==> config.mk <==
export PLATFORM = sky130hd
export DESIGN_NAME = line_filler_flat
export DESIGN_NICKNAME = d
export VERILOG_FILES = /design/src/rtl/line_filler_if.sv /design/src/rtl/line_filler.sv /design/src/flat_wrapper.sv
export SDC_FILE = /design/constraint.sdc
export NUM_CORES = 1
export LEC_CHECK = 0
export ABC_AREA = 1
export CAP_MARGIN = 5
export CORE_ASPECT_RATIO = 1.5
export CORE_UTILIZATION = 45
export DETAILED_ROUTE_END_ITERATION = 7
export GPL_ROUTABILITY_DRIVEN = 0
export GPL_TIMING_DRIVEN = 0
export PLACE_DENSITY_LB_ADDON = 0.08
export SKIP_CTS_REPAIR_TIMING = 1
export SKIP_LAST_GASP = 1
export SYNTH_ARGS = -nofsm -noshare
export SYNTH_HDL_FRONTEND = slang
export SYNTH_SLANG_ARGS = --single-unit
==> constraint.sdc <==
create_clock -name sys_clk -period 11.9 [get_ports sys_clk]
set_input_delay 2.38 -clock sys_clk [delete_from_list [all_inputs] [get_ports sys_clk]]
set_output_delay 2.38 -clock sys_clk [all_outputs]
set_load 0.005 [all_outputs]
==> src/rtl/line_filler_if.sv <==
// Memory burst-read bus between the line filler (master) and the memory controller (slave).
interface line_filler_if;
    logic        mem_rd_req;
    logic [23:0] mem_rd_addr;
    logic [8:0]  mem_rd_len;
    logic        mem_rd_ack;
    logic        mem_rd_valid;
    logic [15:0] mem_rd_data;

    modport master (
        output mem_rd_req,
        output mem_rd_addr,
        output mem_rd_len,
        input  mem_rd_ack,
        input  mem_rd_valid,
        input  mem_rd_data
    );

    modport slave (
        input  mem_rd_req,
        input  mem_rd_addr,
        input  mem_rd_len,
        output mem_rd_ack,
        output mem_rd_valid,
        output mem_rd_data
    );
endinterface

==> src/rtl/line_filler.sv <==
// Line filler: fetches one frame-buffer line in bursts and writes it into display line buffer A or B.
module line_filler #(
    parameter logic [23:0] FB_BASE    = 24'h000000,
    parameter int unsigned LINE_SHIFT = 10,
    parameter int unsigned BURST_LEN  = 256
) (
    input  logic          sys_clk,
    input  logic          sys_rst_n,
    input  logic          vga_mode,
    input  logic          read_buffA_req,
    input  logic          read_buffB_req,
    input  logic [9:0]    read_buff_addr,
    line_filler_if.master mem,
    output logic [9:0]    buff_write_addr,
    output logic [15:0]   buff_write_data,
    output logic          buff_writeA_en,
    output logic          buff_writeB_en,
    output logic          busy,
    output logic          overrun
);

    typedef enum logic [1:0] {StIdle, StIssue, StData} state_t;

    state_t      r_state, r_state_d;

    logic [1:0]  r_a_sync, r_b_sync;
    logic        r_a_prev, r_b_prev;
    logic        r_a_arm, r_b_arm;
    logic [1:0]  r_sync_vld;

    logic        r_buf, r_buf_d;          // 0 = buffer A, 1 = buffer B
    logic [9:0]  r_line, r_line_d;
    logic        r_n1024, r_n1024_d;
    logic [10:0] r_p, r_p_d;              // pixels already requested
    logic [9:0]  r_wcnt, r_wcnt_d;
    logic [8:0]  r_bcnt, r_bcnt_d;        // words received in current burst
    logic        r_pend, r_pend_d;
    logic        r_pend_buf, r_pend_buf_d;
    logic [9:0]  r_pend_line, r_pend_line_d;
    logic        r_pend_n1024, r_pend_n1024_d;
    logic        r_overrun, r_overrun_d;

    logic        w_ev_a, w_ev_b, w_ev_any;
    logic [10:0] w_n, w_rem;
    logic [8:0]  w_len;
    logic        w_wr, w_burst_done, w_line_done;
    logic [23:0] w_base;

    // Two-flop synchronizers plus edge detect; an edge only counts once a genuine low was seen
    // after reset, so a request held high across reset release stays silent.
    always_ff @(posedge sys_clk or negedge sys_rst_n) begin
        if (!sys_rst_n) begin
            r_a_sync   <= 2'b00;
            r_b_sync   <= 2'b00;
            r_a_prev   <= 1'b0;
            r_b_prev   <= 1'b0;
            r_a_arm    <= 1'b0;
            r_b_arm    <= 1'b0;
            r_sync_vld <= 2'b00;
        end else begin
            r_a_sync   <= {r_a_sync[0], read_buffA_req};
            r_b_sync   <= {r_b_sync[0], read_buffB_req};
            r_a_prev   <= r_a_sync[1];
            r_b_prev   <= r_b_sync[1];
            r_a_arm    <= r_a_arm | (r_sync_vld[1] & ~r_a_sync[1]);
            r_b_arm    <= r_b_arm | (r_sync_vld[1] & ~r_b_sync[1]);
            r_sync_vld <= {r_sync_vld[0], 1'b1};
        end
    end

    assign w_ev_a   = r_a_sync[1] & ~r_a_prev & r_a_arm;
    assign w_ev_b   = r_b_sync[1] & ~r_b_prev & r_b_arm;
    assign w_ev_any = w_ev_a | w_ev_b;

    assign w_n          = r_n1024 ? 11'd1024 : 11'd640;
    assign w_rem        = w_n - r_p;
    assign w_len        = (w_rem > 11'(BURST_LEN)) ? 9'(BURST_LEN) : w_rem[8:0];
    assign w_base       = FB_BASE + (24'(r_line) << LINE_SHIFT) + 24'(r_p);
    assign w_wr         = (r_state == StData) & mem.mem_rd_valid;
    assign w_burst_done = w_wr & (r_bcnt == w_len - 9'd1);
    assign w_line_done  = ((r_p + {2'b00, w_len}) >= w_n);

    // Outputs are forced to zero outside the phase that owns them.
    assign mem.mem_rd_req  = (r_state == StIssue);
    assign mem.mem_rd_addr = (r_state == StIssue) ? w_base : 24'd0;
    assign mem.mem_rd_len  = (r_state == StIssue) ? w_len : 9'd0;
    assign buff_write_addr = w_wr ? r_wcnt : 10'd0;
    assign buff_write_data = w_wr ? mem.mem_rd_data : 16'd0;
    assign buff_writeA_en  = w_wr & ~r_buf;
    assign buff_writeB_en  = w_wr & r_buf;
    assign busy            = (r_state != StIdle);
    assign overrun         = r_overrun;

    // Next-state: request capture, pending/overrun bookkeeping and burst sequencing.
    always_comb begin
        r_state_d      = r_state;
        r_buf_d        = r_buf;
        r_line_d       = r_line;
        r_n1024_d      = r_n1024;
        r_p_d          = r_p;
        r_wcnt_d       = r_wcnt;
        r_bcnt_d       = r_bcnt;
        r_pend_d       = r_pend;
        r_pend_buf_d   = r_pend_buf;
        r_pend_line_d  = r_pend_line;
        r_pend_n1024_d = r_pend_n1024;
        r_overrun_d    = r_overrun;

        // A request while busy replaces any earlier pending one; A wins a same-cycle tie.
        if (busy && w_ev_any) begin
            r_pend_d       = 1'b1;
            r_pend_buf_d   = ~w_ev_a;
            r_pend_line_d  = read_buff_addr;
            r_pend_n1024_d = vga_mode;
            r_overrun_d    = 1'b1;
        end

        unique case (r_state)
            StIdle: begin
                if (w_ev_any) begin
                    r_state_d = StIssue;
                    r_buf_d   = ~w_ev_a;
                    r_line_d  = read_buff_addr;
                    r_n1024_d = vga_mode;
                    r_p_d     = 11'd0;
                    r_wcnt_d  = 10'd0;
                    r_bcnt_d  = 9'd0;
                    // Simultaneous A and B: B waits behind A.
                    if (w_ev_a && w_ev_b) begin
                        r_pend_d       = 1'b1;
                        r_pend_buf_d   = 1'b1;
                        r_pend_line_d  = read_buff_addr;
                        r_pend_n1024_d = vga_mode;
                        r_overrun_d    = 1'b1;
                    end
                end
            end
            StIssue: begin
                if (mem.mem_rd_ack) begin
                    r_state_d = StData;
                    r_bcnt_d  = 9'd0;
                end
            end
            StData: begin
                if (w_wr) begin
                    r_wcnt_d = r_wcnt + 10'd1;
                    r_bcnt_d = r_bcnt + 9'd1;
                end
                if (w_burst_done) begin
                    r_bcnt_d = 9'd0;
                    if (r_pend_d) begin
                        // Abandon the rest of this line and go straight to the queued one.
                        r_state_d = StIssue;
                        r_buf_d   = r_pend_buf_d;
                        r_line_d  = r_pend_line_d;
                        r_n1024_d = r_pend_n1024_d;
                        r_p_d     = 11'd0;
                        r_wcnt_d  = 10'd0;
                        r_pend_d  = 1'b0;
                    end else if (w_line_done) begin
                        r_state_d = StIdle;
                    end else begin
                        r_state_d = StIssue;
                        r_p_d     = r_p + {2'b00, w_len};
                    end
                end
            end
            default: r_state_d = StIdle;
        endcase
    end

    // FSM state register.
    always_ff @(posedge sys_clk or negedge sys_rst_n) begin
        if (!sys_rst_n) r_state <= StIdle;
        else            r_state <= r_state_d;
    end

    // Fill context, counters, pending request and sticky overrun.
    always_ff @(posedge sys_clk or negedge sys_rst_n) begin
        if (!sys_rst_n) begin
            r_buf        <= 1'b0;
            r_line       <= 10'd0;
            r_n1024      <= 1'b0;
            r_p          <= 11'd0;
            r_wcnt       <= 10'd0;
            r_bcnt       <= 9'd0;
            r_pend       <= 1'b0;
            r_pend_buf   <= 1'b0;
            r_pend_line  <= 10'd0;
            r_pend_n1024 <= 1'b0;
            r_overrun    <= 1'b0;
        end else begin
            r_buf        <= r_buf_d;
            r_line       <= r_line_d;
            r_n1024      <= r_n1024_d;
            r_p          <= r_p_d;
            r_wcnt       <= r_wcnt_d;
            r_bcnt       <= r_bcnt_d;
            r_pend       <= r_pend_d;
            r_pend_buf   <= r_pend_buf_d;
            r_pend_line  <= r_pend_line_d;
            r_pend_n1024 <= r_pend_n1024_d;
            r_overrun    <= r_overrun_d;
        end
    end

endmodule

==> src/flat_wrapper.sv <==
// flat-port wrapper written by rule: the top's interface ports become plain ports
module line_filler_flat 
#(
    parameter logic [23:0] FB_BASE    = 24'h000000,
    parameter int unsigned LINE_SHIFT = 10,
    parameter int unsigned BURST_LEN  = 256
)
  (sys_clk, sys_rst_n, vga_mode, read_buffA_req, read_buffB_req, read_buff_addr, buff_write_addr, buff_write_data, buff_writeA_en, buff_writeB_en, busy, overrun, mem_mem_rd_req, mem_mem_rd_addr, mem_mem_rd_len, mem_mem_rd_ack, mem_mem_rd_valid, mem_mem_rd_data);
  line_filler_if mem_i ();
  input  logic sys_clk;
  input  logic sys_rst_n;
  input  logic vga_mode;
  input  logic read_buffA_req;
  input  logic read_buffB_req;
  input  logic [9:0] read_buff_addr;
  output logic [9:0] buff_write_addr;
  output logic [15:0] buff_write_data;
  output logic buff_writeA_en;
  output logic buff_writeB_en;
  output logic busy;
  output logic overrun;
  output wire logic [$bits(mem_i.mem_rd_req)-1:0] mem_mem_rd_req;
  output wire logic [$bits(mem_i.mem_rd_addr)-1:0] mem_mem_rd_addr;
  output wire logic [$bits(mem_i.mem_rd_len)-1:0] mem_mem_rd_len;
  input wire logic [$bits(mem_i.mem_rd_ack)-1:0] mem_mem_rd_ack;
  input wire logic [$bits(mem_i.mem_rd_valid)-1:0] mem_mem_rd_valid;
  input wire logic [$bits(mem_i.mem_rd_data)-1:0] mem_mem_rd_data;
  assign mem_mem_rd_req = mem_i.mem_rd_req;
  assign mem_mem_rd_addr = mem_i.mem_rd_addr;
  assign mem_mem_rd_len = mem_i.mem_rd_len;
  assign mem_i.mem_rd_ack = mem_mem_rd_ack;
  assign mem_i.mem_rd_valid = mem_mem_rd_valid;
  assign mem_i.mem_rd_data = mem_mem_rd_data;
  line_filler #(.FB_BASE(FB_BASE), .LINE_SHIFT(LINE_SHIFT), .BURST_LEN(BURST_LEN)) u_core (.sys_clk(sys_clk), .sys_rst_n(sys_rst_n), .vga_mode(vga_mode), .read_buffA_req(read_buffA_req), .read_buffB_req(read_buffB_req), .read_buff_addr(read_buff_addr), .mem(mem_i), .buff_write_addr(buff_write_addr), .buff_write_data(buff_write_data), .buff_writeA_en(buff_writeA_en), .buff_writeB_en(buff_writeB_en), .busy(busy), .overrun(overrun));
endmodule
Yosys cells after proc, flatten, opt, wreduce, memory -nomap -nowiden
Index checks and enable logic that the tools add are counted.
Word-level totals
  bits of input ports: 33
  register bits: 68
  logic and storage cells: 126
Cells by class
  multiplexer cells: 60
  $lt $le $gt $ge: 2
  equal/unequal tests: 9
  bitwise logic cells: 19
  add/sub/neg operators: 6
  reduce and logical (&&, ||, !) cells: 11
Operator list (count)
  $mux W10: 12
  $mux W11: 5
  $mux W9: 6
  $pmux W10 S2: 2
  $pmux W9 S3: 1
  $mux W24: 1
  $mux W1: 23
  $pmux W11 S2: 1
  $add A20 B11 Y21: 1
  $mux W16: 1
  $reduce_and A4 Y1: 3
  $add A11 B9 Y11: 1
  $ge A11 B11 Y1: 1
  $gt A11 B9 Y1 const B: 1
  $sub A11 B11 Y11: 1
  $add A10 B1 Y10 const B: 1
  $and A1 B1 Y1: 10
  $add A9 B1 Y9 const B: 1
  $eq A9 B9 Y1: 1
  $sub A9 B1 Y9 const B: 1
  $mux W2: 4
  $ne A2 B1 Y1 const B: 3
  $not A1 Y1: 6
  $pmux W1 S2: 3
  other kinds (13): 17

Longest topological paths before layout
  depth in word-level cells: 10
  gate-level depth with buffers: 35

Worst setup path after synthesis
Ideal clock, no wire load.
  path kind: input-to-output
  start point: input port mem_mem_rd_valid
  end point: output port buff_write_addr[1]
  arrival time: 3.159 ns
  slack: 6.361 ns
  stages: 4
  path through: nand2_1 > clkbuf_1 > buf_1 > nor2_1
Between the ends
  longest elaborated chain between the ends: 2
RTL lines
  start: declaration: line flat_wrapper.sv:26  | input wire logic [$bits(mem_i.mem_rd_valid)-1:0] mem_mem_rd_valid;
  $and A1 B1 Y1: line line_filler.sv:79  | assign w_wr = (r_state == StData) & mem.mem_rd_valid;
  $mux W10: line line_filler.sv:87  | assign buff_write_addr = w_wr ? r_wcnt : 10'd0;
  end: declaration: line flat_wrapper.sv:16  | output logic [9:0] buff_write_addr;
No other way between the ends.

Final worst setup path
  start point: input port mem_mem_rd_valid
  end point: output port buff_write_addr[7]
The elaborated chain is that of the path after synthesis.

==> qor.csv <==
metric,value,unit
core outline area,0.0107,mm²
"Avg Cell Area, Syn",6.59,µm²
CP Data Arrival Time,4.43,ns
final core occ,60.6,%
"most common cell after layout, fill and taps aside",nand2_1,
ant diodes,0,
RR Endpoint,u_core.r_p[4],
relative slew slack,42.5,%
maxcap violations,0,
Die Wd,88.3,µm
Die ar.,0.0116,mm²
routed len/inst,13.7,µm
crit path kind,in -> out,
cells after synthesis,762,
Clock Tree Buf Depth,2,
Reg area,0.00170,mm²
#FFs+latches synth,68,
"top cells by area, synth","dfrtp_1 34%, nand2_1 15%, inv_1 8.6%",
Fin. Hold Viols,0,
Setup WS pre-CTS,5.01,ns
R2R Path Start,u_core.r_n1024,
"FFs w/ async S/R, synth",100,%
fmax,147,MHz
I/O pin cnt,97,
"Clk Latency, worst-skew pair",0.33,ns
final period utilization,57.2,%
pwr dens,194,mW/mm²
Starting Density,46.9,%
drt first pass iters,5,
Crit-path slowest cell,clkdlybuf4s50_1,
Slew @ Worst Pin,0.863,ns
CP cell instances,clkdlybuf4s50_1 -> nand2_1 -> clkbuf_1 -> buf_1 -> nor2_1 -> clkdlybuf4s50_1,
HP Class,reg -> reg,
Max VDD drop,0.115,mV
CP Launch Point,mem_mem_rd_valid,
cell taking the most area after synthesis,dfrtp_1,
Remaining DRCs,0,
reg2reg path depth,33,
setup tns final,0,ns
Die Y,131,µm
setup violators final,0,
Filler cells,1052,
Vias,5296,
Worst path most repeated cell,clkdlybuf4s50_1,
CTS Root Cell,clkbuf_16,
share of layout cells above drive strength 1,6.19,%
Hold Path End,u_core.r_a_sync[1],
Ys Warns,0,
area taken by multi-input logic gates,0.00274,mm²
H-Tree Depth,3,
clk slew on worst S/H paths,0.05,ns
CTS tree,yes,
number of synthesized flops with an enable pin,0,
Hold Crit Depth,0,
Post-DRT Antenna Nets,0,
Critical Path Fanout Max,10,
DRT iter0 DRCs,264,
Row Count,46,
pin count of the biggest net entering global routing,69,
Final nets,917,
status,"finished, final reports clean",
leakage power,3.31,nW
Total Routing Usage GR,25.2,%
initial antenna violation count,0,
crit end category,output port,
DP Wirelength,10.9,mm
reg-to-reg setup timing slack,7.00,ns
"commonest non-fill, non-tap cells in the layout","200 x nand2_1, 115 x inv_1, 102 x nor2_1, 92 x clkdlybuf4s50_1, 68 x dfrtp_1",
area delta synth->final,29.2,%
hold wc startpoint,u_core.r_a_sync[0],
first-pass GRT wire length,23.1,mm
RSZ-0062 raised after global routing,false,
Mapped Area,0.00502,mm²
Setup crit start kind,input pin,
Routed WL,13.9,mm
Tmin final,6.81,ns
port bufs,93,
Max Slew Vio Count,0,
"Top FF cell, synth",dfrtp_1,
vias in the first global route,5101,
synth unique cells,35,
Layout Skew,0.00516,ns
CTS Sinks,68,
setup ws final,5.09,ns
CTS Buf Count,9,
"Seq/Total Area, Yosys",33.9,%
CP peak stage delay,0.47,ns
top-area cell type share of the netlist area,33.9,%
Vias/cell,5.21,
global route overflow,0,
Critical Path RT,9.52,ns
## registers in the layout (all words and copies together) (netlist names)
| signal | cells |
|---|---|
| u_core.overrun | 1 |
| u_core.r_a_arm | 1 |
| u_core.r_a_prev | 1 |
| u_core.r_a_sync | 2 |
| u_core.r_b_arm | 1 |
| u_core.r_b_prev | 1 |
| u_core.r_b_sync | 2 |
| u_core.r_bcnt | 9 |
| u_core.r_buf | 1 |
| u_core.r_line | 10 |
| u_core.r_n1024 | 1 |
| u_core.r_p | 11 |
| u_core.r_pend | 1 |
| u_core.r_pend_buf | 1 |
| u_core.r_pend_line | 10 |
| u_core.r_pend_n1024 | 1 |
| u_core.r_state | 2 |
| u_core.r_sync_vld | 2 |
| u_core.r_wcnt | 10 |
## metal layers
| layer | wire (µm) | global-route usage (%) | vias to the layer above |
|---|---|---|---|
| met1 | 5460 | 28.2 | 2488 |
| met5 | 0 | 0 | - |
| met2 | 7290 | 44.1 | 129 |
| met4 | 639 | 13.8 | 0 |
| li1 | - | - | 2635 |
| met3 | 546 | 3.96 | 44 |
## worst max-delay path by stage
stage,cells past startpoint,slack [ns],end
floorplan,4,6.36,buff_write_addr[1]
global placement,6,5.04,buff_write_addr[7]
detailed placement,6,5.01,buff_write_addr[7]
CTS,6,5.01,buff_write_addr[7]
global route,6,4.89,buff_write_addr[7]
finish,6,5.09,buff_write_addr[7]
## synth_stat cells (5+ instances only)
master    number
nor2_1       102
clkbuf_1       7
buf_6          6
mux2i_1       11
a21oi_1       14
o21ai_2        6
buf_4          5
o21ai_0       58
inv_1        115
nand2_1      200
nand2_2        7
nand3_1       65
nand4_1       20
nor3_1         9
xor2_1         6
and3_1         7
nor2_2         7
ha_1          15
dfrtp_1       68
## power breakdown
group | internal [W] | leakage (nW) | switching [W] | total [W]
clock | 0.000216 | 0.173 | 0.0000957 | 0.000311
sequential | 0.000283 | 0.858 | 0.0000342 | 0.000317
combinational | 0.000230 | 2.27 | 0.000404 | 0.000633
## metrics by stage
| step | power, W | instance area [µm²] | hold slack [ns] | cells |
|---|---|---|---|---|
| after floorplan | 0.000743 | 5030 | 0.331 | 764 |
| after detailed placement | 0.000946 | 6140 | 0.335 | 1001 |
| after global placement | 0.000931 | 6140 | 0.331 | 1001 |
| after CTS | 0.00126 | 6490 | 0.347 | 1017 |
| after global routing | 0.00135 | 6490 | 0.350 | 1017 |
| final | 0.00126 | 6490 | 0.344 | 1017 |
## cells by family after synthesis
| group | share of synthesized area, % |
|---|---|
| multiplexers | 2.19 |
| buffers and inverters | 11.8 |
| adder cells (fa/ha/maj) | 4.13 |
| AO/OA/AOI/OAI | 9.56 |
| other | 0.149 |
| XOR/XNOR | 1.74 |
| flip-flops | 33.9 |
| AND/OR/NAND/NOR | 36.5 |
## final cells by class
| type | instances | area share (%) |
|---|---|---|
| multi-input cells | 555 | 42.1 |
| flip-flops and latches | 68 | 26.2 |
| repair buffers | 93 | 14.3 |
| inverters | 119 | 6.88 |
| clock buffers | 12 | 3.95 |
| well taps | 144 | 2.78 |
| plain buffers | 22 | 2.27 |
| clock inverters | 4 | 1.46 |
## worst max-delay path, delay by kind of cell
family	cells	cell delay (ns)
simple gates	2	0.33
buf+inv	4	1.72
No activity file was read; power rests on OpenSTA's default activity.
